[src/rtl/pipeline_pkg.sv]
// Shared pixel-pipeline definitions: default channel widths, blend precision and field helpers.
package pipeline_pkg;
  localparam int PKG_RED_SIZE   = 5;
  localparam int PKG_GREEN_SIZE = 6;
  localparam int PKG_BLUE_SIZE  = 5;
  localparam int PKG_ALPHA_BITS = 4;

  // channel index 0=R, 1=G, 2=B; pixel layout is {R,G,B} with R in the MSBs
  function automatic int chan_w(input int c, input int rs, input int gs, input int bs);
    return (c == 0) ? rs : (c == 1) ? gs : bs;
  endfunction

  function automatic int chan_lsb(input int c, input int gs, input int bs);
    return (c == 0) ? gs + bs : (c == 1) ? bs : 0;
  endfunction

  function automatic logic [2:0] clamp_shift(input logic [2:0] s, input int ab);
    return (int'(s) > ab) ? 3'(ab) : s;
  endfunction
endpackage

[src/rtl/chroma_blend_channel.sv]
// One colour channel of the alpha blend: q = (bg*alpha + fg*(A-alpha)) >> ALPHA_BITS, registered.
module chroma_blend_channel #(
  parameter int W          = 5,
  parameter int ALPHA_BITS = 4
) (
  input  logic                clk,
  input  logic                rst_n,
  input  logic [W-1:0]        bg,
  input  logic [W-1:0]        fg,
  input  logic [ALPHA_BITS:0] alpha,
  output logic [W-1:0]        q
);
  localparam int SW = W + ALPHA_BITS + 1;
  localparam logic [ALPHA_BITS:0] A_FULL = {1'b1, {ALPHA_BITS{1'b0}}};

  logic [ALPHA_BITS:0] inv;
  logic [SW-1:0]       sum;

  assign inv = A_FULL - alpha;
  assign sum = SW'(bg) * SW'(alpha) + SW'(fg) * SW'(inv);

  always_ff @(posedge clk or negedge rst_n)
    if (!rst_n) q <= '0;
    else        q <= W'(sum >> ALPHA_BITS);
endmodule

[src/rtl/pipeline_chroma_key_soft.sv]
// Soft chroma keyer: margin (S1), alpha (S2), per-channel blend (S3), with frame-shadowed config
// and a per-frame count of fully-keyed pixels.
module pipeline_chroma_key_soft
  import pipeline_pkg::*;
#(
  parameter int RED_SIZE   = PKG_RED_SIZE,
  parameter int GREEN_SIZE = PKG_GREEN_SIZE,
  parameter int BLUE_SIZE  = PKG_BLUE_SIZE,
  parameter int PIXEL_SIZE = 16,
  parameter int ALPHA_BITS = PKG_ALPHA_BITS,
  parameter int COUNT_W    = 20,
  parameter logic [RED_SIZE-1:0]   RED_PASS_RST   = 5'b00100,
  parameter logic [GREEN_SIZE-1:0] GREEN_PASS_RST = 6'b101100,
  parameter logic [BLUE_SIZE-1:0]  BLUE_PASS_RST  = 5'b01100
) (
  input  logic                  clk,
  input  logic                  rst_n,
  input  logic                  enable,
  input  logic                  in_valid,
  input  logic                  frame_start,
  input  logic [PIXEL_SIZE-1:0] bg_pixel_in,
  input  logic [PIXEL_SIZE-1:0] fg_pixel_in,
  input  logic                  cfg_load,
  input  logic [RED_SIZE-1:0]   cfg_red_max,
  input  logic [GREEN_SIZE-1:0] cfg_green_min,
  input  logic [BLUE_SIZE-1:0]  cfg_blue_max,
  input  logic [2:0]            cfg_soft_shift,
  output logic                  out_valid,
  output logic [PIXEL_SIZE-1:0] pixel_out,
  output logic [COUNT_W-1:0]    key_count_last
);
  localparam int STAGES = 3;
  localparam int MW     = GREEN_SIZE + 1;
  localparam int AW     = ALPHA_BITS + 1;
  localparam int R_LSB  = chan_lsb(0, GREEN_SIZE, BLUE_SIZE);
  localparam int G_LSB  = chan_lsb(1, GREEN_SIZE, BLUE_SIZE);
  localparam int B_LSB  = chan_lsb(2, GREEN_SIZE, BLUE_SIZE);
  localparam logic [AW-1:0] A_FULL = {1'b1, {ALPHA_BITS{1'b0}}};

  logic [STAGES:1] vld_pipe;

  // ---------------- config shadowing ----------------
  logic [RED_SIZE-1:0]   pend_r, act_r, eff_r;
  logic [GREEN_SIZE-1:0] pend_g, act_g, eff_g;
  logic [BLUE_SIZE-1:0]  pend_b, act_b, eff_b;
  logic [2:0]            pend_s, act_s, eff_s;
  logic                  fs_in;

  assign fs_in = in_valid & frame_start;

  // a frame_start pixel already sees the new config; a same-cycle load bypasses pending
  always_comb begin
    eff_r = act_r; eff_g = act_g; eff_b = act_b; eff_s = act_s;
    if (fs_in) begin
      if (cfg_load) begin
        eff_r = cfg_red_max; eff_g = cfg_green_min; eff_b = cfg_blue_max;
        eff_s = clamp_shift(cfg_soft_shift, ALPHA_BITS);
      end else begin
        eff_r = pend_r; eff_g = pend_g; eff_b = pend_b; eff_s = pend_s;
      end
    end
  end

  always_ff @(posedge clk or negedge rst_n)
    if (!rst_n) begin
      pend_r <= RED_PASS_RST; pend_g <= GREEN_PASS_RST; pend_b <= BLUE_PASS_RST; pend_s <= '0;
      act_r  <= RED_PASS_RST; act_g  <= GREEN_PASS_RST; act_b  <= BLUE_PASS_RST; act_s  <= '0;
    end else begin
      if (cfg_load) begin
        pend_r <= cfg_red_max; pend_g <= cfg_green_min; pend_b <= cfg_blue_max;
        pend_s <= clamp_shift(cfg_soft_shift, ALPHA_BITS);
      end
      if (fs_in) begin
        act_r <= eff_r; act_g <= eff_g; act_b <= eff_b; act_s <= eff_s;
      end
    end

  // ---------------- S1: key margin ----------------
  logic [GREEN_SIZE-1:0] r_ext, b_ext, rmax_ext, bmax_ext;
  logic signed [MW-1:0]  dr, dg, db, m_c;

  always_comb begin
    r_ext    = GREEN_SIZE'(fg_pixel_in[R_LSB +: RED_SIZE]) << (GREEN_SIZE - RED_SIZE);
    b_ext    = GREEN_SIZE'(fg_pixel_in[B_LSB +: BLUE_SIZE]) << (GREEN_SIZE - BLUE_SIZE);
    rmax_ext = GREEN_SIZE'(eff_r) << (GREEN_SIZE - RED_SIZE);
    bmax_ext = GREEN_SIZE'(eff_b) << (GREEN_SIZE - BLUE_SIZE);
    dr  = $signed({1'b0, rmax_ext}) - $signed({1'b0, r_ext});
    dg  = $signed({1'b0, fg_pixel_in[G_LSB +: GREEN_SIZE]}) - $signed({1'b0, eff_g});
    db  = $signed({1'b0, bmax_ext}) - $signed({1'b0, b_ext});
    m_c = dr;
    if (dg < m_c) m_c = dg;
    if (db < m_c) m_c = db;
  end

  logic signed [MW-1:0]  s1_m;
  logic [2:0]            s1_shift;
  logic                  s1_en, s1_fs;
  logic [PIXEL_SIZE-1:0] s1_bg, s1_fg;

  // ---------------- S2: alpha ----------------
  logic [AW-1:0] alpha_c;
  int            band_m1;

  always_comb begin
    band_m1 = (1 << s1_shift) - 1;
    if (!s1_en)                      alpha_c = A_FULL;
    else if (s1_m < 0)               alpha_c = '0;
    else if (int'(s1_m) >= band_m1)  alpha_c = A_FULL;
    else alpha_c = AW'((int'(s1_m) + 1) << (ALPHA_BITS - int'(s1_shift)));
  end

  logic [AW-1:0]         s2_alpha;
  logic                  s2_en, s2_fs;
  logic [PIXEL_SIZE-1:0] s2_bg, s2_fg;

  always_ff @(posedge clk or negedge rst_n)
    if (!rst_n) begin
      vld_pipe <= '0;
      s1_m <= '0; s1_shift <= '0; s1_en <= 1'b0; s1_fs <= 1'b0; s1_bg <= '0; s1_fg <= '0;
      s2_alpha <= '0; s2_en <= 1'b0; s2_fs <= 1'b0; s2_bg <= '0; s2_fg <= '0;
    end else begin
      vld_pipe <= {vld_pipe[STAGES-1:1], in_valid};
      s1_m <= m_c; s1_shift <= eff_s; s1_en <= enable; s1_fs <= frame_start;
      s1_bg <= bg_pixel_in; s1_fg <= fg_pixel_in;
      s2_alpha <= alpha_c; s2_en <= s1_en; s2_fs <= s1_fs; s2_bg <= s1_bg; s2_fg <= s1_fg;
    end

  assign out_valid = vld_pipe[STAGES];

  // ---------------- S3: blend ----------------
  for (genvar c = 0; c < 3; c++) begin : g_chan
    localparam int CW = chan_w(c, RED_SIZE, GREEN_SIZE, BLUE_SIZE);
    localparam int CL = chan_lsb(c, GREEN_SIZE, BLUE_SIZE);
    chroma_blend_channel #(.W(CW), .ALPHA_BITS(ALPHA_BITS)) u_blend (
      .clk   (clk),
      .rst_n (rst_n),
      .bg    (s2_bg[CL +: CW]),
      .fg    (s2_fg[CL +: CW]),
      .alpha (s2_alpha),
      .q     (pixel_out[CL +: CW])
    );
  end

  // ---------------- keyed-pixel statistics ----------------
  logic [COUNT_W-1:0] cnt;
  logic               hit;

  assign hit = vld_pipe[2] & s2_en & (s2_alpha == A_FULL);

  always_ff @(posedge clk or negedge rst_n)
    if (!rst_n) begin
      cnt <= '0; key_count_last <= '0;
    end else if (vld_pipe[2] & s2_fs) begin
      key_count_last <= cnt;
      cnt            <= COUNT_W'(hit);
    end else if (hit && cnt != '1) begin
      cnt <= cnt + 1'b1;
    end
endmodule

[config.mk]
export PLATFORM = sky130hd
export DESIGN_NAME = pipeline_chroma_key_soft
export DESIGN_NICKNAME = d
export VERILOG_FILES = /design/src/rtl/pipeline_pkg.sv /design/src/rtl/chroma_blend_channel.sv /design/src/rtl/pipeline_chroma_key_soft.sv
export SDC_FILE = /design/constraint.sdc
export NUM_CORES = 1
export LEC_CHECK = 0
export ABC_CLOCK_PERIOD_IN_PS = 16800
export CAP_MARGIN = 10
export CELL_PAD_IN_SITES_DETAIL_PLACEMENT = 0
export CELL_PAD_IN_SITES_GLOBAL_PLACEMENT = 1
export CORE_UTILIZATION = 51
export DETAILED_ROUTE_END_ITERATION = 10
export PLACE_DENSITY_LB_ADDON = 0.1
export RECOVER_POWER = 50
export SLEW_MARGIN = 30
export SYNTH_ARGS = -nofsm -noshare
export SYNTH_HDL_FRONTEND = slang
export SYNTH_SLANG_ARGS = --single-unit
export TNS_END_PERCENT = 50
[constraint.sdc]
create_clock -name clk -period 16.8 [get_ports clk]
set_clock_uncertainty 0.2 [all_clocks]
set_input_delay 5.04 -clock clk [delete_from_list [all_inputs] [get_ports clk]]
set_output_delay 5.04 -clock clk [all_outputs]
set_load 0.1 [all_outputs]
# Yosys cells after proc, flatten, opt, wreduce, memory -nomap -nowiden
# Cells that the tools add are included.
[word_totals]
regBits = 180
latch_bits = 0
ramBits = 0
rom_bits = 0
in_bits = 57
output_inout_bits = 37
word_cells = 73
mem_count = 0
[classes]
addsub = 11
n_mul = 6
div = 0
n_lt_le_gt_ge = 5
n_eq_ne = 2
shifts = 2
n_mux = 16
bitwise_logic = 4
n_reduce_logical = 2
[op_table]
columns = ["cell", "count"]
rows = [
  ["2-to-1 mux 20 bit", 2],
  ["multiplier 5 x 5 -> 9 bit", 4],
  ["2-to-1 mux 5 bit", 7],
  ["greater-or-equal comparator 7 x 32 -> 1 bit", 1],
  ["<< shifter 1 x 3 -> 32 bit (first input constant)", 1],
  ["<< shifter 32 x 32 -> 5 bit", 1],
  ["subtractor 32 x 2 -> 32 bit (second input constant)", 1],
  ["subtractor 6 x 6 -> 7 bit", 3],
  ["adder 20 x 1 -> 20 bit (second input constant)", 1],
  ["multiplier 6 x 5 -> 10 bit", 2],
  ["!= test 20 bit (second input constant)", 1],
  ["adder 9 bit", 2],
  ["< comparator 7 bit", 2],
  ["2-to-1 mux 7 bit", 2],
  ["2-to-1 mux 6 bit", 2],
  ["adder 10 bit", 1],
  ["2-to-1 mux 3 bit", 3],
  ["adder 7 x 2 -> 8 bit (second input constant)", 1],
  ["< comparator 7 x 1 -> 1 bit (second input constant)", 1],
  ["equality test 5 bit (second input constant)", 1],
  ["subtractor 5 bit (first input constant)", 1],
  ["bitwise AND 1 bit", 4],
  ["subtractor 3 x 3 -> 4 bit (first input constant)", 1],
  ["> comparator 3 bit (second input constant)", 1],
  ["other kinds (2)", 2],
]

# Depth between registers and ports, before layout
# Gate-level depths: netlist of run 1.
[logic_depth]
ltp_word = 7
depth_mapped = 28
ltp_nobuf = 25

# Hierarchy
# Synthesis of run 1 repeated with hierarchy kept, for this count alone.
[hier_totals]
cells_unflattened = 1212
hier_area_um2 = 12771.0
[modules_own_cells]
columns = ["mod", "n_inst", "cells_per_inst", "area_per_inst_um2", "seq_area_each_um2"]
rows = [
  ["pipeline_chroma_key_soft", 1, 638, 7348.3, 4119.0],
  ["chroma_blend_channel at g_chan[0].u_blend ...", 2, 184, 1729.2, 125.1],
  ["chroma_blend_channel at g_chan[1].u_blend", 1, 206, 1964.4, 150.1],
]

# Least setup slack after synthesis of run 1
# No wires, ideal clock.
[synth_timing]
kind = "input -> register"
startpoint = "input in_valid"
endpoint = "register s1_m[2]"
setup_ps = 79
arrival_ps = 9407
required_time_ps = 16521
path_slack_ps = 7114
path_stages = 23
path_buffers = 3
path_cell_list = "nand2_1 clkbuf_1 clkbuf_1 nand2_1 o21ai_0 inv_1 fa_1 a21o_1 a21oi_1 xnor2_1 ha_1 o21ai_0 a221oi_2 a2bb2oi_2 mux2i_1 ha_1 a21oi_1 o21a_1 nand2_1 o311ai_1 o21a_1 buf_6 mux2i_1"
[synth_between]
elab_chain_len = 7
word_cells_on_any_way = 11
cone_classes = "add/sub (3); order compare (2); mux (5); bitwise (1)"
[synth_lines]
columns = ["element", "line", "text"]
rows = [
  ["start: declaration", "pipeline_chroma_key_soft.sv:19", "input logic in_valid,"],
  ["bitwise AND 1 bit (*)", "pipeline_chroma_key_soft.sv:49", "assign fs_in = in_valid & frame_start;"],
  ["2-to-1 mux 6 bit or 2-to-1 mux 5 bit (tied branches)", "pipeline_chroma_key_soft.sv:54", "if (fs_in) begin"],
  ["subtractor 6 x 6 -> 7 bit, on equally long branches", "pipeline_chroma_key_soft.sv:88, pipeline_chroma_key_soft.sv:87", ""],
  ["< comparator 7 bit", "pipeline_chroma_key_soft.sv:91", "if (dg < m_c) m_c = dg;"],
  ["2-to-1 mux 7 bit", "pipeline_chroma_key_soft.sv:91", ""],
  ["< comparator 7 bit", "pipeline_chroma_key_soft.sv:92", "if (db < m_c) m_c = db;"],
  ["2-to-1 mux 7 bit (*)", "pipeline_chroma_key_soft.sv:92", ""],
  ["via m_c[2]", "pipeline_chroma_key_soft.sv:80", "logic signed [MW-1:0] dr, dg, db, m_c;"],
  ["end signal: assignment", "pipeline_chroma_key_soft.sv:123", "s1_m <= m_c; s1_shift <= eff_s; s1_en <= enable; s1_fs <= frame_start;"],
  ["end: declaration", "pipeline_chroma_key_soft.sv:95", "logic signed [MW-1:0] s1_m;"],
]
# The timed path passes the listed nets; every way through them passes the cells marked *.
# A chain may end at the register's enable or synchronous reset.

# Worst setup path in the final report of run 1
[layout_timing]
startpoint = "input cfg_load"
endpoint = "register s1_m[5]"
[layout_between]
elab_chain_len = 7
word_cells_on_any_way = 13
cone_classes = "add/sub (3); order compare (2); mux (8)"
[layout_lines]
columns = ["element", "line", "text"]
rows = [
  ["start: declaration", "pipeline_chroma_key_soft.sv:23", "input logic cfg_load,"],
  ["2-to-1 mux 5 bit (*)", "-", ""],
  ["2-to-1 mux 5 bit (*)", "pipeline_chroma_key_soft.sv:54", ""],
  ["via eff_r[1]", "pipeline_chroma_key_soft.sv:43", "logic [RED_SIZE-1:0] pend_r, act_r, eff_r;"],
  ["subtractor 6 x 6 -> 7 bit (*)", "pipeline_chroma_key_soft.sv:87", "dr = $signed({1'b0, rmax_ext}) - $signed({1'b0, r_ext});"],
  ["< comparator 7 bit", "pipeline_chroma_key_soft.sv:91", ""],
  ["2-to-1 mux 7 bit (*)", "pipeline_chroma_key_soft.sv:91", ""],
  ["< comparator 7 bit", "pipeline_chroma_key_soft.sv:92", ""],
  ["2-to-1 mux 7 bit (*)", "pipeline_chroma_key_soft.sv:92", ""],
  ["via m_c[5]", "pipeline_chroma_key_soft.sv:80", ""],
]
# Marked as above.

==> results.yml, run 1 <==
finish:
  final_cell_mix: "inv_1, dfrtp_1, nand2_1, ha_1, fa_1"
  layout_commonest_cell: "inv_1"
  area_delta_synth_final_pct: 15.1
  stdcell_count: 1652
  drive_gt1_frac: 0.0676
  final_nets: 1600
worst_setup_path:
  cpMostUsedCell: "ha_1"
  cp_cell_sequence: "dlygate4sd3_1 > clkbuf_1 > mux2_2 > mux2_2 > ha_1 > nor2b_1 > o21ai_0 > a21boi_0 > a21oi_1 > inv_1 > ha_1 > o21ai_0 > a221oi_2 > a2bb2oi_2 > mux2i_1 > ha_1 > a21oi_1 > o21a_1 > nand2_1 > o311ai_1 > o21a_1 > mux2i_1"
  required_ns: 16.97
  end_kind: "flip-flop"
  crit_arrival_ns: 11.29
  cp-start-kind: "primary input"
  critPathKind: "in -> reg"
  worst_r2r_startpoint: "s2_alpha[0]"
  r2r_slack_ns: 9.48
  timing.rr.end: "g_chan[1].u_blend.q[5]"
  worstPathMaxFanout: 21
  slowest_stage: "clkbuf_1"
  rr_worst_depth: 21
  slowest_delay_ns: 0.94
grt:
  grt_usage: 0.213
  grt_antenna_before_repair: 2
  grt_pass1_vias: 8266
  overflow: 0
  grt_pass1_wl_um: 41100
  grt_max_degree: 75
run_status:
  violations: "max-capacitance violations, max-slew violations"
  status: "finished, violations left"
route:
  num_vias: 8268
  ant_nets: 0
  vias_per_cell: 5.00
  drtIter0Drc: 375
  drc: 0
  dr.pass1.iters: 4
  wl_um: 24200
  wire_per_inst_um: 14.6
clock_network:
  cts_sinks: 180
  post_cts_resized: 0
  cts_root_buf: "clkbuf_16"
  clk_latency_ns: 0.45
  h-tree-depth: 4
  cts_buffers: 17
  clk_path_buf_depth: 2
  postCtsSetupRepairBufs: 0
  clkTransAtPathRegs_ns: 0.08
  hold_buffers: 0
  cts_tree: "done"
timing:
  fin_tns_setup_ns: 0
  hold_viol: 0
  relSlewSlack: -1.62
  min_period_ns: 11.13
  max_freq_ghz: 0.0899
  worst_pin_slew_ns: 3.93
  setup_viol: 0
  rsz0062_at_grt: "no"
  fin_crit_sh: 0.662
  drv_slew: 75
yosys:
  yosys_warnings: 0
  synth_ff_type: "dfrtp_1"
  ys_types: 63
  avgSynthCellArea_um2: 10.2
  syn_area_mm2: 0.0125
  synth_enable_flop_cells: 0
  yosysSeqAreaShare: 0.362
  synth_cells: 1225
  ys_async_sr_fraction: 1.00
  synth-seq-cells: 180
floorplan:
  die_y_um: 158
  die_w_um: 158
  initial_core_util: 0.526
  coreArea_mm2: 0.0238
  io_pins: 94
  placementRows: 56
  die-area_mm2: 0.0251
min_path:
  min_from: "s1_bg[10]"
  hold_path_end: "s2_bg[10]"
  hold-path-cell-count: 0
  hold_class: "reg -> reg"
power:
  p_leak_nw: 6.90
  ir_drop_mv: 0.107
  powerDensity_mw_per_mm2: 143
place:
  dp_hpwl_um: 18200
  place.gp.congestion: 0.799
  dp.cells: 1618
  numPortBuffers: 93
job:
  cap_violations: 1
worst max-delay path by stage:
stage               startpoint       to  slack (ns)  cells after the start
CTS                   cfg_load  s1_m[5]        6.43                     22
floorplan             in_valid  s1_m[2]        7.11                     23
global placement      cfg_load  s1_m[4]        6.15                     22
global route          cfg_load  s1_m[1]        5.16                     22
detailed placement    cfg_load  s1_m[5]        5.98                     22
finish                cfg_load  s1_m[5]        5.67                     22
routing by layer:
layer | part of all wire | up-vias | track usage
met5 | 0 | - | 0
met4 | 0.018 | 0 | 0.0595
met3 | 0.034 | 30 | 0.0403
met2 | 0.48 | 116 | 0.349
met1 | 0.47 | 4028 | 0.289
li1 | - | 4094 | -
layout make-up:
type,instances,area (um^2)
Multi-Input combinational cell,828,7110
Clock inverter,15,213
Sequential cell,180,4520
Inverter,188,706
Clock buffer,17,425
Fill cell,1980,9380
Tap cell,319,399
Antenna cell,2,5.00
Timing Repair Buffer,103,992
synth_stat cells (3+ instances only):
cell type / count / share of area
a211oi_1: 4 / 0.0024
a21boi_0: 3 / 0.0018
a21oi_1: 19 / 0.0076
a31oi_1: 4 / 0.0020
and2_1: 91 / 0.046
and3_1: 3 / 0.0015
clkbuf_1: 26 / 0.0078
dfrtp_1: 168 / 0.34
dfstp_2: 12 / 0.025
fa_1: 92 / 0.15
ha_1: 133 / 0.13
inv_1: 188 / 0.057
mux2_2: 31 / 0.028
mux2i_1: 18 / 0.014
nand2_1: 167 / 0.050
nand3_1: 17 / 0.0068
nand4_1: 9 / 0.0045
nor2_1: 52 / 0.016
nor3_1: 19 / 0.0076
o211ai_1: 9 / 0.0054
o21a_1: 7 / 0.0042
o21ai_0: 36 / 0.014
or3_1: 4 / 0.0020
or4_1: 3 / 0.0018
xnor2_1: 45 / 0.032
xor2_1: 17 / 0.012
cell families (layout without fill, tap and decap cells):
family / after synthesis / after routing / share of synthesized area
buf+inv: 219 / 323 / 0.0679
xor+xnor: 62 / 62 / 0.0435
simple gates: 384 / 384 / 0.148
mux: 49 / 49 / 0.0424
fa+ha+maj: 225 / 225 / 0.281
flops: 180 / 180 / 0.362
other cells: 1 / 5 / 0.000300
compound gates: 105 / 105 / 0.0547
power by group:
part / switching (mW) / internal [mW] / leakage [nW]
Sequential: 0.0427 / 0.498 / 2.20
Clock: 0.219 / 0.209 / 0.303
Combinational: 0.657 / 0.425 / 4.39
through the flow:
| stage | area (um^2) | power (mW) | hold WS [ns] | utilization | setup WS, ns |
|---|---|---|---|---|---|
| floorplan | 12500 | 1.40 | 0.131 | - | 7.11 |
| detailed placement | 13800 | 1.64 | 0.135 | 0.579 | 5.98 |
| CTS | 14400 | 2.09 | 0.151 | 0.606 | 6.43 |
| finish | 14400 | 2.05 | 0.149 | 0.605 | 5.67 |
| global route | 14400 | 2.24 | 0.155 | 0.605 | 5.16 |
| global placement | 13800 | 1.62 | 0.132 | 0.579 | 6.15 |
flip-flops by register name, summed over array words and instances, names as in the netlist, 6 cells and up:
signal and cells:
s1_bg 16, s2_bg 16, s1_fg 16, act_g 6, g_chan.u_blend.q 16, pend_g 6, s1_m 7, s2_fg 16
key_count_last 20, cnt 20
critical path: cells and delay by family:
family	cells	cell delay, ns
AOI/OAI and AO/OA	10	2.38
buffers and inverters	3	1.54
adders and majority gates	3	0.85
and+or+nand+nor	2	0.18
muxes	4	1.28
(Power assumes the default switching activity.)
==> run 2: changes to the inputs <==
Settings changed: ABC_CLOCK_PERIOD_IN_PS 16800 to 9200, CORE_UTILIZATION 51 to 43.
Clock period 16.8 ns to 9.2 ns, I/O delays scaled along.
==> results.yml, run 2 (synthesis results as in run 1) <==
timing:
  hold_viol: 0
  drv_slew: 76
  rsz0062_at_grt: "no"
  fin_tns_setup_ns: 0
  worst_pin_slew_ns: 4.15
  max_freq_ghz: 0.118
  setup_viol: 0
  min_period_ns: 8.46
  fin_crit_sh: 0.920
  relSlewSlack: -1.77
grt:
  met3_usage: 0.0293
  grt_antenna_before_repair: 0
  grt_pass1_wl_um: 43100
  grt_use_met1: 0.257
  grt_pass1_vias: 8594
  grt.busiest_layer: "met2"
  grt_usage: 0.189
  grt_max_degree: 76
  overflow: 0
  use_met2: 0.311
run_status:
  violations: "max-capacitance violations, max-slew violations"
  status: "finished, violations left"
worst_setup_path:
  timing.rr.end: "g_chan[1].u_blend.q[5]"
  worstPathMaxFanout: 14
  cp-start-kind: "primary input"
  crit_start: "cfg_load"
  crit_arrival_ns: 8.62
  cpMostUsedCell: "ha_1"
  slowest_stage: "dlygate4sd3_1"
  critPathKind: "in -> reg"
  rr_worst_depth: 20
  cp.depth: 22
  required_ns: 9.35
  r2r_slack_ns: 2.45
  path_buf_inv: 3
  end_kind: "flip-flop"
  cp_cell_sequence: "dlygate4sd3_1 > clkbuf_1 > mux2_2 > mux2_2 > ha_1 > inv_1 > fa_1 > a21o_1 > a21oi_1 > xnor2_1 > ha_1 > o21ai_0 > a221oi_2 > a2bb2oi_2 > mux2i_1 > ha_1 > a21oi_1 > o21a_1 > nand2_1 > o311ai_1 > o21a_1 > mux2i_1"
  crit_family: "compound AO/OA/AOI/OAI gates"
  endpoint: "s1_m[1]"
  slowest_delay_ns: 0.63
  worst_r2r_startpoint: "s2_alpha[1]"
route:
  drc: 0
  ant_nets: 0
  num_vias: 8262
  dr.pass1.iters: 5
  wl_um: 25100
  wire_per_inst_um: 14.7
  vias_per_cell: 4.82
  drtIter0Drc: 349
clock_network:
  cts_root_buf: "clkbuf_16"
  hold_buffers: 0
  cts_buffers: 17
  clk_path_buf_depth: 2
  post_cts_resized: 0
  cts_tree: "done"
  cts_sinks: 180
  clkTransAtPathRegs_ns: 0.07
  h-tree-depth: 4
  postCtsSetupRepairBufs: 0
  clk_latency_ns: 0.44
finish:
  drive_gt1_frac: 0.0669
  area_delta_synth_final_pct: 15.4
  final_cell_mix: "inv_1, dfrtp_1, nand2_1, ha_1, fa_1"
  final_nets: 1599
  antenna_cells: 0
  layout_commonest_cell: "inv_1"
  utilization: 0.503
  stdcell_count: 1714
  reg.largest.list: "cnt (20), key_count_last (20)"
floorplan:
  coreArea_mm2: 0.0286
  placementRows: 62
  die_y_um: 172
  die_w_um: 172
  initial_core_util: 0.436
  die-area_mm2: 0.0297
  io_pins: 94
power:
  ir_drop_mv: 0.186
  p_leak_nw: 6.89
  powerDensity_mw_per_mm2: 258
  power_mw: 3.72
place:
  numPortBuffers: 93
  dp_hpwl_um: 19200
  dp.cells: 1682
  place.gp.congestion: 0.830
min_path:
  hold_class: "reg -> reg"
job:
  cap_violations: 1
run 2: cell count changes in the layout (fill, tap and decap cells not counted), moves of 2 or more:
cell      change
clkinv_8      -2
inv_8         +2
buf_4         -2
inv_6         +4
inv_12        -5
diode_2       -2
run 2: metal layers:
layer / part of all wire / vias up
met3: 0.024 / 21
met5: 0 / -
met4: 0.016 / 0
met1: 0.49 / 4019
met2: 0.47 / 114
li1: - / 4108
run 2: through the flow:
step | worst slack [ns] | area (um^2) | hold slack (ns)
2_1_floorplan | 1.79 | 12500 | 0.131
3_3_place_gp | 0.781 | 13800 | 0.132
3_5_place_dp | 0.610 | 13800 | 0.135
4_1_cts | 1.08 | 14400 | 0.143
5_1_grt | 0.365 | 14400 | 0.153
6_report | 0.737 | 14400 | 0.150
run 2: worst min path at each step:
stage / from / endpoint / slack (ns) / cells after the start
finish: s1_fg[4] / s2_fg[4] / 0.15 / 0
global route: s1_bg[4] / s2_bg[4] / 0.15 / 0
detailed placement: s1_bg[10] / s2_bg[10] / 0.13 / 0
CTS: s1_bg[7] / s2_bg[7] / 0.14 / 0
global placement: s1_fg[13] / s2_fg[13] / 0.13 / 0
floorplan: s1_bg[0] / s2_bg[0] / 0.13 / 0
run 2: report_power, final:
group          total (mW)  switching (mW)  leakage (nW)  internal (mW)
Clock               0.766           0.371         0.298          0.394
Sequential           1.00          0.0898          2.20          0.910
Combinational        1.96            1.18          4.39          0.771
run 2: layout make-up:
cell class	instances	area (um^2)
Fill cell	2680	14200
Multi-Input combinational cell	828	7110
Sequential cell	180	4520
Timing Repair Buffer	102	977
Inverter	188	706
Tap cell	384	480
Clock buffer	18	429
Clock inverter	14	179
